### config.mk
export PLATFORM = sky130hd
export DESIGN_NAME = fp_mul_booth_seq
export DESIGN_NICKNAME = d
export VERILOG_FILES = /design/src/rtl/fp_mul_pkg.sv /design/src/rtl/fp_booth_pp_sel.sv /design/src/rtl/fp_mul_booth_seq.sv
export SDC_FILE = /design/constraint.sdc
export NUM_CORES = 1
export LEC_CHECK = 0
export CORE_ASPECT_RATIO = 0.9
export CORE_UTILIZATION = 55
export DETAILED_ROUTE_END_ITERATION = 12
export PLACE_DENSITY = 0.82
export SKIP_LAST_GASP = 1
export SYNTH_ARGS = -nofsm -noshare
export SYNTH_HDL_FRONTEND = slang
export SYNTH_SLANG_ARGS = --single-unit
### constraint.sdc
create_clock -name clk -period 11.6 [get_ports clk]
set_clock_uncertainty 0.1 [all_clocks]
set_input_delay 1.74 -clock clk [delete_from_list [all_inputs] [get_ports clk]]
set_output_delay 1.74 -clock clk [all_outputs]
set_load 0.01 [all_outputs]
### src/rtl/fp_mul_pkg.sv
// Shared types and helpers for the sequential Booth significand multiplier.
// Radix-4 digit recoding lives here so the datapath and any checker agree on it.
package fp_mul_pkg;

  localparam int unsigned MANT_W = 24;
  localparam int unsigned FRAC_W = MANT_W - 1;
  localparam int unsigned TAG_W  = 20;

  typedef enum logic [1:0] {
    IDLE,
    BUSY,
    DONE
  } mul_state_t;

  typedef logic signed [2:0] booth_digit_t;

  // Overlapping triplet {q[i+1], q[i], q[i-1]} -> digit in {-2..+2}.
  function automatic booth_digit_t booth_decode(input logic [2:0] bits);
    booth_digit_t digit;
    case (bits)
      3'b001, 3'b010: digit = 3'sd1;
      3'b011:         digit = 3'sd2;
      3'b100:         digit = -3'sd2;
      3'b101, 3'b110: digit = -3'sd1;
      default:        digit = 3'sd0;
    endcase
    return digit;
  endfunction

endpackage

### src/rtl/fp_booth_pp_sel.sv
// Radix-4 Booth partial-product selector: digit(q_lsb_i) * m_i, as a signed
// value wide enough to hold +/-2M without overflow.
module fp_booth_pp_sel #(
  parameter int unsigned MANT_W = 24
) (
  input  logic [MANT_W-1:0] m_i,
  input  logic [2:0]        q_lsb_i,
  output logic [MANT_W+2:0] pp_o
);
  import fp_mul_pkg::*;

  booth_digit_t      digit;
  logic [MANT_W+2:0] m_x1;
  logic [MANT_W+2:0] m_x2;

  always_comb begin
    digit = booth_decode(q_lsb_i);
    m_x1  = {3'b000, m_i};
    m_x2  = {2'b00, m_i, 1'b0};
    case (digit)
      3'sd1:   pp_o = m_x1;
      3'sd2:   pp_o = m_x2;
      -3'sd1:  pp_o = -m_x1;
      -3'sd2:  pp_o = -m_x2;
      default: pp_o = '0;
    endcase
  end

endmodule

### src/rtl/fp_mul_booth_seq.sv
// Sequential radix-4 Booth significand multiplier, one digit per cycle, with an
// opaque sideband tag carried alongside so downstream stages see it aligned.
module fp_mul_booth_seq #(
  parameter int unsigned MANT_W = fp_mul_pkg::MANT_W,
  parameter int unsigned TAG_W  = fp_mul_pkg::TAG_W
) (
  input  logic                clk,
  input  logic                rst_n,
  input  logic                in_valid,
  output logic                in_ready,
  input  logic                hid_X,
  input  logic [MANT_W-2:0]   frc_X,
  input  logic                hid_Y,
  input  logic [MANT_W-2:0]   frc_Y,
  input  logic [TAG_W-1:0]    in_tag,
  output logic                out_valid,
  input  logic                out_ready,
  output logic [2*MANT_W-1:0] frc_Z_full,
  output logic                norm_n,
  output logic [TAG_W-1:0]    out_tag,
  output logic                busy
);
  import fp_mul_pkg::*;

  localparam int unsigned NUM_DIGITS = (MANT_W + 2) / 2;
  localparam int unsigned PW         = MANT_W + 3;
  localparam int unsigned CntW       = $clog2(NUM_DIGITS);
  localparam logic [CntW-1:0] LastCnt = CntW'(NUM_DIGITS - 1);

  mul_state_t          state_q, state_d;
  logic [MANT_W-1:0]   m_q, m_d;
  logic [PW-1:0]       acc_q, acc_d;
  logic [PW-1:0]       mq_q, mq_d;
  logic [CntW-1:0]     cnt_q, cnt_d;
  logic [TAG_W-1:0]    tag_q, tag_d;
  logic [2*MANT_W-1:0] prod_q, prod_d;

  logic [PW-1:0]          pp;
  logic [PW-1:0]          sum;
  logic signed [2*PW-1:0] pair_sh;
  logic [2*PW-2:0]        prod_full;
  logic                   accept;
  logic                   unused_prod_hi;

  fp_booth_pp_sel #(
    .MANT_W (MANT_W)
  ) u_pp_sel (
    .m_i     (m_q),
    .q_lsb_i (mq_q[2:0]),
    .pp_o    (pp)
  );

  // in_ready depends only on state and out_ready, never on in_valid.
  assign in_ready   = (state_q == IDLE) || ((state_q == DONE) && out_ready);
  assign out_valid  = (state_q == DONE);
  assign busy       = (state_q == BUSY);
  assign frc_Z_full = prod_q;
  assign norm_n     = prod_q[2*MANT_W-1];
  assign out_tag    = tag_q;
  assign accept     = in_valid && in_ready;

  always_comb begin
    sum       = acc_q + pp;
    pair_sh   = $signed({sum, mq_q}) >>> 2;
    // The product sits one bit above the bottom because mq_q[0] is the Booth bit.
    prod_full = pair_sh[2*PW-1:1];

    state_d = state_q;
    m_d     = m_q;
    acc_d   = acc_q;
    mq_d    = mq_q;
    cnt_d   = cnt_q;
    tag_d   = tag_q;
    prod_d  = prod_q;

    unique case (state_q)
      IDLE: ;
      BUSY: begin
        acc_d = pair_sh[2*PW-1:PW];
        mq_d  = pair_sh[PW-1:0];
        cnt_d = cnt_q + 1'b1;
        if (cnt_q == LastCnt) begin
          state_d = DONE;
          prod_d  = prod_full[2*MANT_W-1:0];
        end
      end
      DONE: begin
        if (out_ready && !in_valid) begin
          state_d = IDLE;
        end
      end
      default: state_d = IDLE;
    endcase

    // Zero-extend the multiplier by two bits so the top digit is never negative.
    if (accept) begin
      state_d = BUSY;
      m_d     = {hid_X, frc_X};
      mq_d    = {2'b00, hid_Y, frc_Y, 1'b0};
      acc_d   = '0;
      cnt_d   = '0;
      tag_d   = in_tag;
    end
  end

  assign unused_prod_hi = ^prod_full[2*PW-2:2*MANT_W];

  always_ff @(posedge clk or negedge rst_n) begin
    if (!rst_n) begin
      state_q <= IDLE;
      m_q     <= '0;
      acc_q   <= '0;
      mq_q    <= '0;
      cnt_q   <= '0;
      tag_q   <= '0;
      prod_q  <= '0;
    end else begin
      state_q <= state_d;
      m_q     <= m_d;
      acc_q   <= acc_d;
      mq_q    <= mq_d;
      cnt_q   <= cnt_d;
      tag_q   <= tag_d;
      prod_q  <= prod_d;
    end
  end

endmodule

# [Word level (Yosys, flattened, before mapping)]
# Index checks and enable logic that the tools add are counted.
[word_totals] reg_bits=152 inputBits=72 output_inout_bits=72 wordCells=50
[classes] addsub=4 n_eq_ne=16 mux=12 n_reduce_logical=11
[ops] op="2-to-1 mux 27 bit" count=4
[ops] op="one-hot mux 27 bit (4 select lines)" count=1
[ops] op="adder 27 bit" count=1
[ops] op="negation 24 -> 27 bit" count=1
[ops] op="negation 25 -> 27 bit" count=1
[ops] op="== test 3 bit (second input constant)" count=5
[ops] op="one-hot mux 3 bit (4 select lines)" count=1
[ops] op="== test 3 x 2 -> 1 bit (second input constant)" count=3
[ops] op="2-to-1 mux 4 bit" count=2
[ops] op="== test 3 x 1 -> 1 bit (second input constant)" count=2
[ops] op="2-to-1 mux 2 bit" count=3
[ops] op="inequality test 3 x 1 -> 1 bit (second input constant)" count=2
[ops] op="one-hot mux 2 bit (3 select lines)" count=1
[ops] op="adder 4 x 1 -> 4 bit (second input constant)" count=1
[ops] op="== test 4 bit (second input constant)" count=1
[ops] op="OR reduction 2 bit" count=2
[ops] op="logical AND 1 bit" count=3
[ops] op="AND reduction 3 bit" count=1
[ops] op="== test 2 x 1 -> 1 bit (second input constant)" count=1
[ops] op="== test 2 bit (second input constant)" count=1
[ops] op="logical NOT 2 bit" count=1
[ops] op="inequality test 2 bit (second input constant)" count=1
[ops] op="AND reduction 2 bit" count=1
[ops] op="nonzero test 2 bit" count=1
[ops] op="other kinds (2)" count=2

# [Longest topological paths before layout]
# Gate-level depths: netlist of the first run.
[depth] ltp_word=8 ltp_mapped=19 ltp_nobuf=17

# [By module]
# Synthesis of the first run repeated with hierarchy kept, for this count alone.
[unflattened] hier_cells=987 hier_area_um2=8674.6
[modules_own_cells] mod="fp_mul_booth_seq" n_inst=1 cells_per_inst=753 area_per_inst_um2=7205.7 seq_area_each_um2=3753.6
[modules_own_cells] mod="fp_booth_pp_sel" n_inst=1 cells_per_inst=234 area_per_inst_um2=1468.9 seq_area_each_um2=0.0

# [Least setup slack after synthesis of the first run]
# Ideal clock, no wire load.
[synth_timing] kind="flip-flop to flip-flop" start="register m_q[0]" end="register acc_q[18]" setup_time_ns=0.122 t_arrival_ns=3.731 required_ns=11.378 path_slack_ns=7.647 path_stages_with_launch=18 n_path_buf=1 synth_period_minus_slack_ns=3.953 path_cell_list="dfrtp_1 -> inv_1 -> ha_1 -> nor3b_4 -> nand3_1 -> buf_2 -> o21ai_0 -> xnor2_1 -> a221oi_1 -> a31oi_1 -> ha_1 -> a21oi_1 -> nand2_1 -> a221oi_1 -> a211oi_1 -> o21ai_0 -> nand3_1 -> a32o_1"
[synth_between] elab_chain_cells=5 elab_cells_between_ends=6 cone_classes="add/sub: 3; mux: 3"
[synth_lines] element="from (decl)" line="fp_mul_booth_seq.sv:31" text="logic [MANT_W-1:0] m_q, m_d;"
[synth_lines] element="from (signal assigned)" line="fp_mul_booth_seq.sv:119" text="m_q <= m_d;"
[synth_lines] element="negation 25 -> 27 bit or negation 24 -> 27 bit (tied branches)" line="fp_booth_pp_sel.sv:24, fp_booth_pp_sel.sv:23"
[synth_lines] element="one-hot mux 27 bit (4 select lines) *" line="fp_booth_pp_sel.sv:20" text="case (digit)"
[synth_lines] element="adder 27 bit *" line="fp_mul_booth_seq.sv:63" text="sum = acc_q + pp;"
[synth_lines] element="2-to-1 mux 27 bit *" line="fp_mul_booth_seq.sv:76" text="unique case (state_q)"
[synth_lines] element="2-to-1 mux 27 bit *" line="fp_mul_booth_seq.sv:96" text="if (accept) begin"
[synth_lines] element="to (signal assigned)" line="fp_mul_booth_seq.sv:112" text="acc_q <= '0;"
[synth_lines] element="to (signal assigned)" line="fp_mul_booth_seq.sv:120" text="acc_q <= acc_d;"
[synth_lines] element="to (decl)" line="fp_mul_booth_seq.sv:32" text="logic [PW-1:0] acc_q, acc_d;"
# Mark *: on every way between the ends. The rest lies on a longest branch, timed or not. The select of a mux whose other input is x is not followed.
# A chain may end at the register's enable or synchronous reset.

# [Final worst setup path of the first run]
# Ends and elaborated chain as after synthesis.

==> results.json, run 1 <==
{
  "grt_pass1_vias": 7883,
  "dpl.cell_count": 1345,
  "synth-edff-count": 0,
  "dr.first_iter.drc_count": 786,
  "worst_ep_arrival_time_ps": 5430,
  "drc": 0,
  "cp-endpoint": "acc_q[18]$_DFFE_PN0P_",
  "power_mw": 4.22,
  "synthesis.nets": 1167,
  "cpMaxStageDelayCell": "a221oi_1",
  "grt_pass1_wl_um": 38900,
  "dpl.hpwl_um": 15900,
  "fin_tns_setup_ps": 0,
  "final_util": 0.704,
  "synthTopCellsByArea": "dfrtp_1 42%, nand2_1 12%, o21ai_0 4.6%",
  "antenna_cells": 0,
  "max_cap_viol_count": 0,
  "crit_buf_inv": 1,
  "placed_area_um2": 10400,
  "slowest_delay_ps": 590,
  "cts_sinks": 150,
  "max_slew.worst_pin.slew_ps": 894,
  "startpoint": "m_q[0]$_DFFE_PN0P_",
  "setup_slack_ps": 6390,
  "firstDrtPassIters": 5,
  "timing.rr.start": "m_q[0]$_DFFE_PN0P_",
  "syn_avg_cell_area_um2": 8.45,
  "yosysTopAreaCell": "dfrtp_1",
  "area_delta_synth_final_pct": 22.9,
  "seq_area_frac_synth": 0.417,
  "insertion_delay_ps": 430,
  "cts_root_buf": "clkbuf_16",
  "setup_viol_count_final": 0,
  "cp_max_fo": 11,
  "fmax_mhz": 192,
  "hold_viol": 0,
  "r2r_setup_slack_ps": 6390,
  "final_common_cell": "nand2_1",
  "die_w_um": 137,
  "vias": 8227,
  "fp.coreArea_um2": 15700,
  "path_clk_slew_ps": 70,
  "outcome": "completed",
  "final_max_slew_viol_count": 0,
  "ant_nets": 0,
  "cts_max_path_buffers": 2,
  "layout-drive-gt1-share": 0.0809,
  "cp-start-kind": "flip-flop",
  "gp_congestion": 0.919,
  "cts_resized": 0,
  "ys_warn_count": 0,
  "grt_usage": 0.295,
  "ys_ff_latch": 150,
  "rows": 43,
  "routed_wl_um": 23800,
  "cp.depth": 16,
  "synth_top_area_frac": 0.417,
  "powerDensity_nw_per_um2": 381,
  "synth.distinct_cells": 69,
  "whs_path_depth": 2,
  "syn_inst": 1065,
  "port_buffers": 143,
  "holdWs_ps": 373,
  "rr_worst_depth": 16,
  "vdd.ir_drop.worst_mv": 0.232,
  "antenna_found_initial": 0,
  "fin_cells": 1377,
  "worst_slew_margin_rel": 0.402,
  "syn-cell-area_um2": 9000,
  "min_path_type": "flip-flop to flip-flop",
  "p_leak_nw": 4.90,
  "timing.rr.end": "acc_q[18]$_DFFE_PN0P_",
  "cts_htree_levels": 4,
  "critPathKind": "flip-flop to flip-flop",
  "synth_ff_type": "dfrtp_1",
  "dp_worst_setup_slack_ps": 6680,
  "cts_tree": "yes",
  "cp_top_family": "compound AO/OA/AOI/OAI gates",
  "cts_setup_buffers": 0,
  "synthArstFlopShare": 1.00,
  "period_minus_slack_ps": 5210,
  "grt_overflow": 0,
  "grt_max_degree": 89,
  "cts_made_buffers": 17,
  "final_area_um2": 11100,
  "layout.nets": 1264,
  "path_cells": "inv_1 -> ha_1 -> nor3b_4 -> nand3_1 -> o21ai_0 -> xnor2_1 -> a221oi_1 -> a31oi_1 -> ha_1 -> a21oi_1 -> nand2_1 -> a221oi_1 -> a211oi_1 -> o21ai_0 -> nand3_1 -> a32o_1",
  "fin_crit_sh": 0.449,
  "rsz0062_at_grt": "no",
  "wl_per_cell_um": 17.3,
  "ctsHoldBuffers": 0,
  "num_io_pins": 144,
  "cp.required_ps": 11820,
  "mostFrequentLayoutCells": "280 x nand2_1, 150 x dfrtp_1, 142 x clkdlybuf4s50_1",
  "start_util": 0.573,
  "die_y_um": 123,
  "dieArea_um2": 16900,
  "setup.worst_path.end_class": "flip-flop",
  "viasPerCell": 5.97
}
-- Yosys cell counts (17+ instances only) --
cell type  number
nand2_1       281
a31oi_1        21
nor3_1         17
xnor2_1        27
ha_1           29
dfrtp_1       150
xor2_1         22
nand3_1        32
inv_1          20
clkbuf_1       55
nor2_1         54
a21oi_1        55
mux2_2         24
o21ai_0        82
a221oi_1       17
-- worst min path at each step --
stage	endpoint	slack [ps]	from
2_1_floorplan	frc_Z_full[12]$_DFFE_PN0P_	360	mq_q[15]$_DFFE_PN0P_
3_3_place_gp	frc_Z_full[23]$_DFFE_PN0P_	360	frc_Z_full[23]$_DFFE_PN0P_
3_5_place_dp	frc_Z_full[23]$_DFFE_PN0P_	360	frc_Z_full[23]$_DFFE_PN0P_
4_1_cts	frc_Z_full[23]$_DFFE_PN0P_	380	frc_Z_full[23]$_DFFE_PN0P_
5_1_grt	frc_Z_full[23]$_DFFE_PN0P_	400	frc_Z_full[23]$_DFFE_PN0P_
6_report	frc_Z_full[34]$_DFFE_PN0P_	370	frc_Z_full[34]$_DFFE_PN0P_
-- report_power, final --
| part | internal (mW) | switching (mW) |
|---|---|---|
| combinational | 1.08 | 1.51 |
| clock | 0.349 | 0.246 |
| sequential | 0.794 | 0.242 |
| total | 2.22 | 2.00 |
-- sequential cells by signal (all words and copies together) (netlist names) --
name and cells:
acc_q 25, mq_q 27, frc_Z_full 48, out_tag 20
cnt_q 4, state_q 2, m_q 24
-- tightest hold or removal path: cells and delay by family (launching register included) --
kind / cells / cell delay (ps)
flops: 1 / 340
simple gates: 1 / 40
compound gates: 1 / 50
-- cell families after synthesis --
kind of cell,count (synthesis),synth area share
AOI/OAI and AO/OA,262,0.182
xor gates and xnor gates,49,0.0477
adders and majority gates,30,0.0425
buffers and inverters,97,0.0477
DFF,150,0.417
muxes,36,0.0448
and+or+nand+nor,441,0.218
-- per-layer routing --
layer | vias up | GRT usage | share of wire
li1 | 3915 | - | -
met1 | 3950 | 0.393 | 0.44
met2 | 320 | 0.472 | 0.46
met3 | 42 | 0.0763 | 0.070
met4 | 0 | 0.0907 | 0.024
met5 | - | 0 | 0
-- final cells by class --
class,instances,area (µm²)
Inverter,21,78.8
Sequential cell,150,3750
Fill cell,1220,4650
Multi-Input combinational cell,818,4830
Clock inverter,15,210
Timing Repair Buffer,154,1520
Tap cell,202,253
Clock buffer,17,425
No activity file was read; power rests on OpenSTA's default activity.
==> run 2, diff against run 1 <==
==> constraint.sdc (replaced) <==
create_clock -name clk -period 5.1 [get_ports clk]
set_clock_uncertainty 0.1 [all_clocks]
set_input_delay 0.765 -clock clk [delete_from_list [all_inputs] [get_ports clk]]
set_output_delay 0.765 -clock clk [all_outputs]
set_load 0.01 [all_outputs]
==> run 2 against run 1 <==
Compared with the run above:
- power rose by 130%
- maximum frequency rose by 12%
- largest cell class unchanged
- register-to-register slack got worse by 5900 ps
- cell count rose by 0.65%
==> results.json, run 2 (synthesized netlist as in run 1, its figures left out) <==
{
  "outcome": "completed",
  "setup_slack_ps": 441,
  "grt_overflow": 0,
  "final_common_cell": "nand2_1",
  "antenna_found_initial": 0,
  "critPathKind": "flip-flop to flip-flop",
  "gp_congestion": 0.956,
  "fin_tns_setup_ps": 0,
  "setup_viol_count_final": 0,
  "cts_root_buf": "clkbuf_16",
  "period_minus_slack_ps": 4660,
  "worst_slew_margin_rel": 0.416,
  "min_path_type": "primary input to async pin",
  "cts_htree_levels": 4,
  "hold_viol": 0,
  "drc": 0,
  "firstDrtPassIters": 5,
  "largest_reg_flops": 48,
  "fp.coreArea_um2": 15700,
  "cts_resized": 0,
  "slowest_delay_ps": 500,
  "cp-start-kind": "flip-flop",
  "timing.rr.start": "m_q[2]$_DFFE_PN0P_",
  "vdd.ir_drop.worst_mv": 0.534,
  "dp_worst_setup_slack_ps": 569,
  "dr.first_iter.drc_count": 805,
  "timing.rr.end": "acc_q[18]$_DFFE_PN0P_",
  "viasPerCell": 6.02,
  "port_buffers": 143,
  "cts_tree": "yes",
  "grt_max_degree": 82,
  "wl_per_cell_um": 17.3,
  "ctsHoldBuffers": 0,
  "cpMaxStageDelayCell": "dfrtp_1",
  "rsz0062_at_grt": "no",
  "startpoint": "m_q[2]$_DFFE_PN0P_",
  "vias": 8340,
  "rows": 43,
  "cp.required_ps": 5320,
  "die_y_um": 123,
  "start_util": 0.573,
  "cts_sinks": 150,
  "mostFrequentLayoutCells": "280 x nand2_1, 150 x dfrtp_1, 142 x clkdlybuf4s50_1",
  "p_leak_nw": 4.92,
  "max_slew.worst_pin.slew_ps": 873,
  "grt_pass1_vias": 8121,
  "path_cells": "nor4_2 -> nand3_2 -> or3_1 -> xor2_1 -> mux2_2 -> a22oi_1 -> a21oi_1 -> ha_1 -> nand2_1 -> nor4_2 -> nand2_1 -> a211oi_1 -> o21ai_0 -> a21o_1 -> a32o_1",
  "layout-drive-gt1-share": 0.0878,
  "fmax_mhz": 215,
  "dieArea_um2": 16900,
  "insertion_delay_ps": 430,
  "antenna_cells": 0,
  "cts_setup_buffers": 0,
  "rr_worst_depth": 15,
  "fin_crit_sh": 0.914,
  "grt_pass1_wl_um": 39800,
  "r2r_setup_slack_ps": 440,
  "path_clk_slew_ps": 60,
  "ant_nets": 0,
  "worst_ep_arrival_time_ps": 4880,
  "layout.nets": 1273,
  "powerDensity_nw_per_um2": 858,
  "routed_wl_um": 24000,
  "cts_made_buffers": 17,
  "cp_max_fo": 11,
  "die_w_um": 137,
  "setup.worst_path.end_class": "flip-flop",
  "num_io_pins": 144,
  "dpl.hpwl_um": 16100,
  "grt_usage": 0.303,
  "final_max_slew_viol_count": 0,
  "area_delta_synth_final_pct": 23.2,
  "cts_max_path_buffers": 2,
  "max_cap_viol_count": 0
}
==> run 2: layout make-up <==
type	instances	area, µm²
repair buffers	163	1600
multi-input cells	818	4830
fillers	1207	4630
inverters	21	78.8
clock buffers	18	439
well taps	202	253
flip-flops and latches	150	3750
clock inverters	14	139
==> run 2: where the power goes <==
group	internal (mW)	switching (mW)	leakage, nW
sequential	1.81	0.533	1.85
combinational	2.50	3.44	2.79
clock	0.695	0.536	0.276
total	5.00	4.51	4.92
==> run 2: metal layers <==
layer / up-vias / global-route usage / routed length, µm / share of wire
li1: 3927 / - / - / -
met1: 3977 / 0.409 / 10400 / 0.43
met2: 387 / 0.470 / 10900 / 0.45
met3: 49 / 0.0775 / 2060 / 0.086
met4: 0 / 0.116 / 618 / 0.026
met5: - / 0 / 0 / 0
==> run 2: metrics by stage <==
step           instance area (µm²)  hold slack [ps]  instances  total power, mW   util
2_1_floorplan                 9000              361       1065             6.44      -
3_3_place_gp                 10500              358       1354             7.98  0.669
3_5_place_dp                 10500              362       1354             8.15  0.669
4_1_cts                      11100              321       1386             9.45  0.706
5_1_grt                      11100              349       1386             10.3  0.706
6_report                     11100              275       1386             9.51  0.706
==> run 2: worst max path at each step <==
stage | to | cells after the start
global route | acc_q[18]$_DFFE_PN0P_ | 15
floorplan | acc_q[18]$_DFFE_PN0P_ | 17
CTS | acc_q[18]$_DFFE_PN0P_ | 15
finish | acc_q[18]$_DFFE_PN0P_ | 15
detailed placement | acc_q[18]$_DFFE_PN0P_ | 15
global placement | acc_q[20]$_DFFE_PN0P_ | 15
==> run 2: worst max-delay path: cells and delay by family (launching register included) <==
family                   cells  cell delay, ps
XOR/XNOR                     1             200
AND/OR/NAND/NOR              6            1670
AO/OA/AOI/OAI                6            1320
flip-flops                   1             500
adder cells (fa/ha/maj)      1             470
multiplexers                 1             290
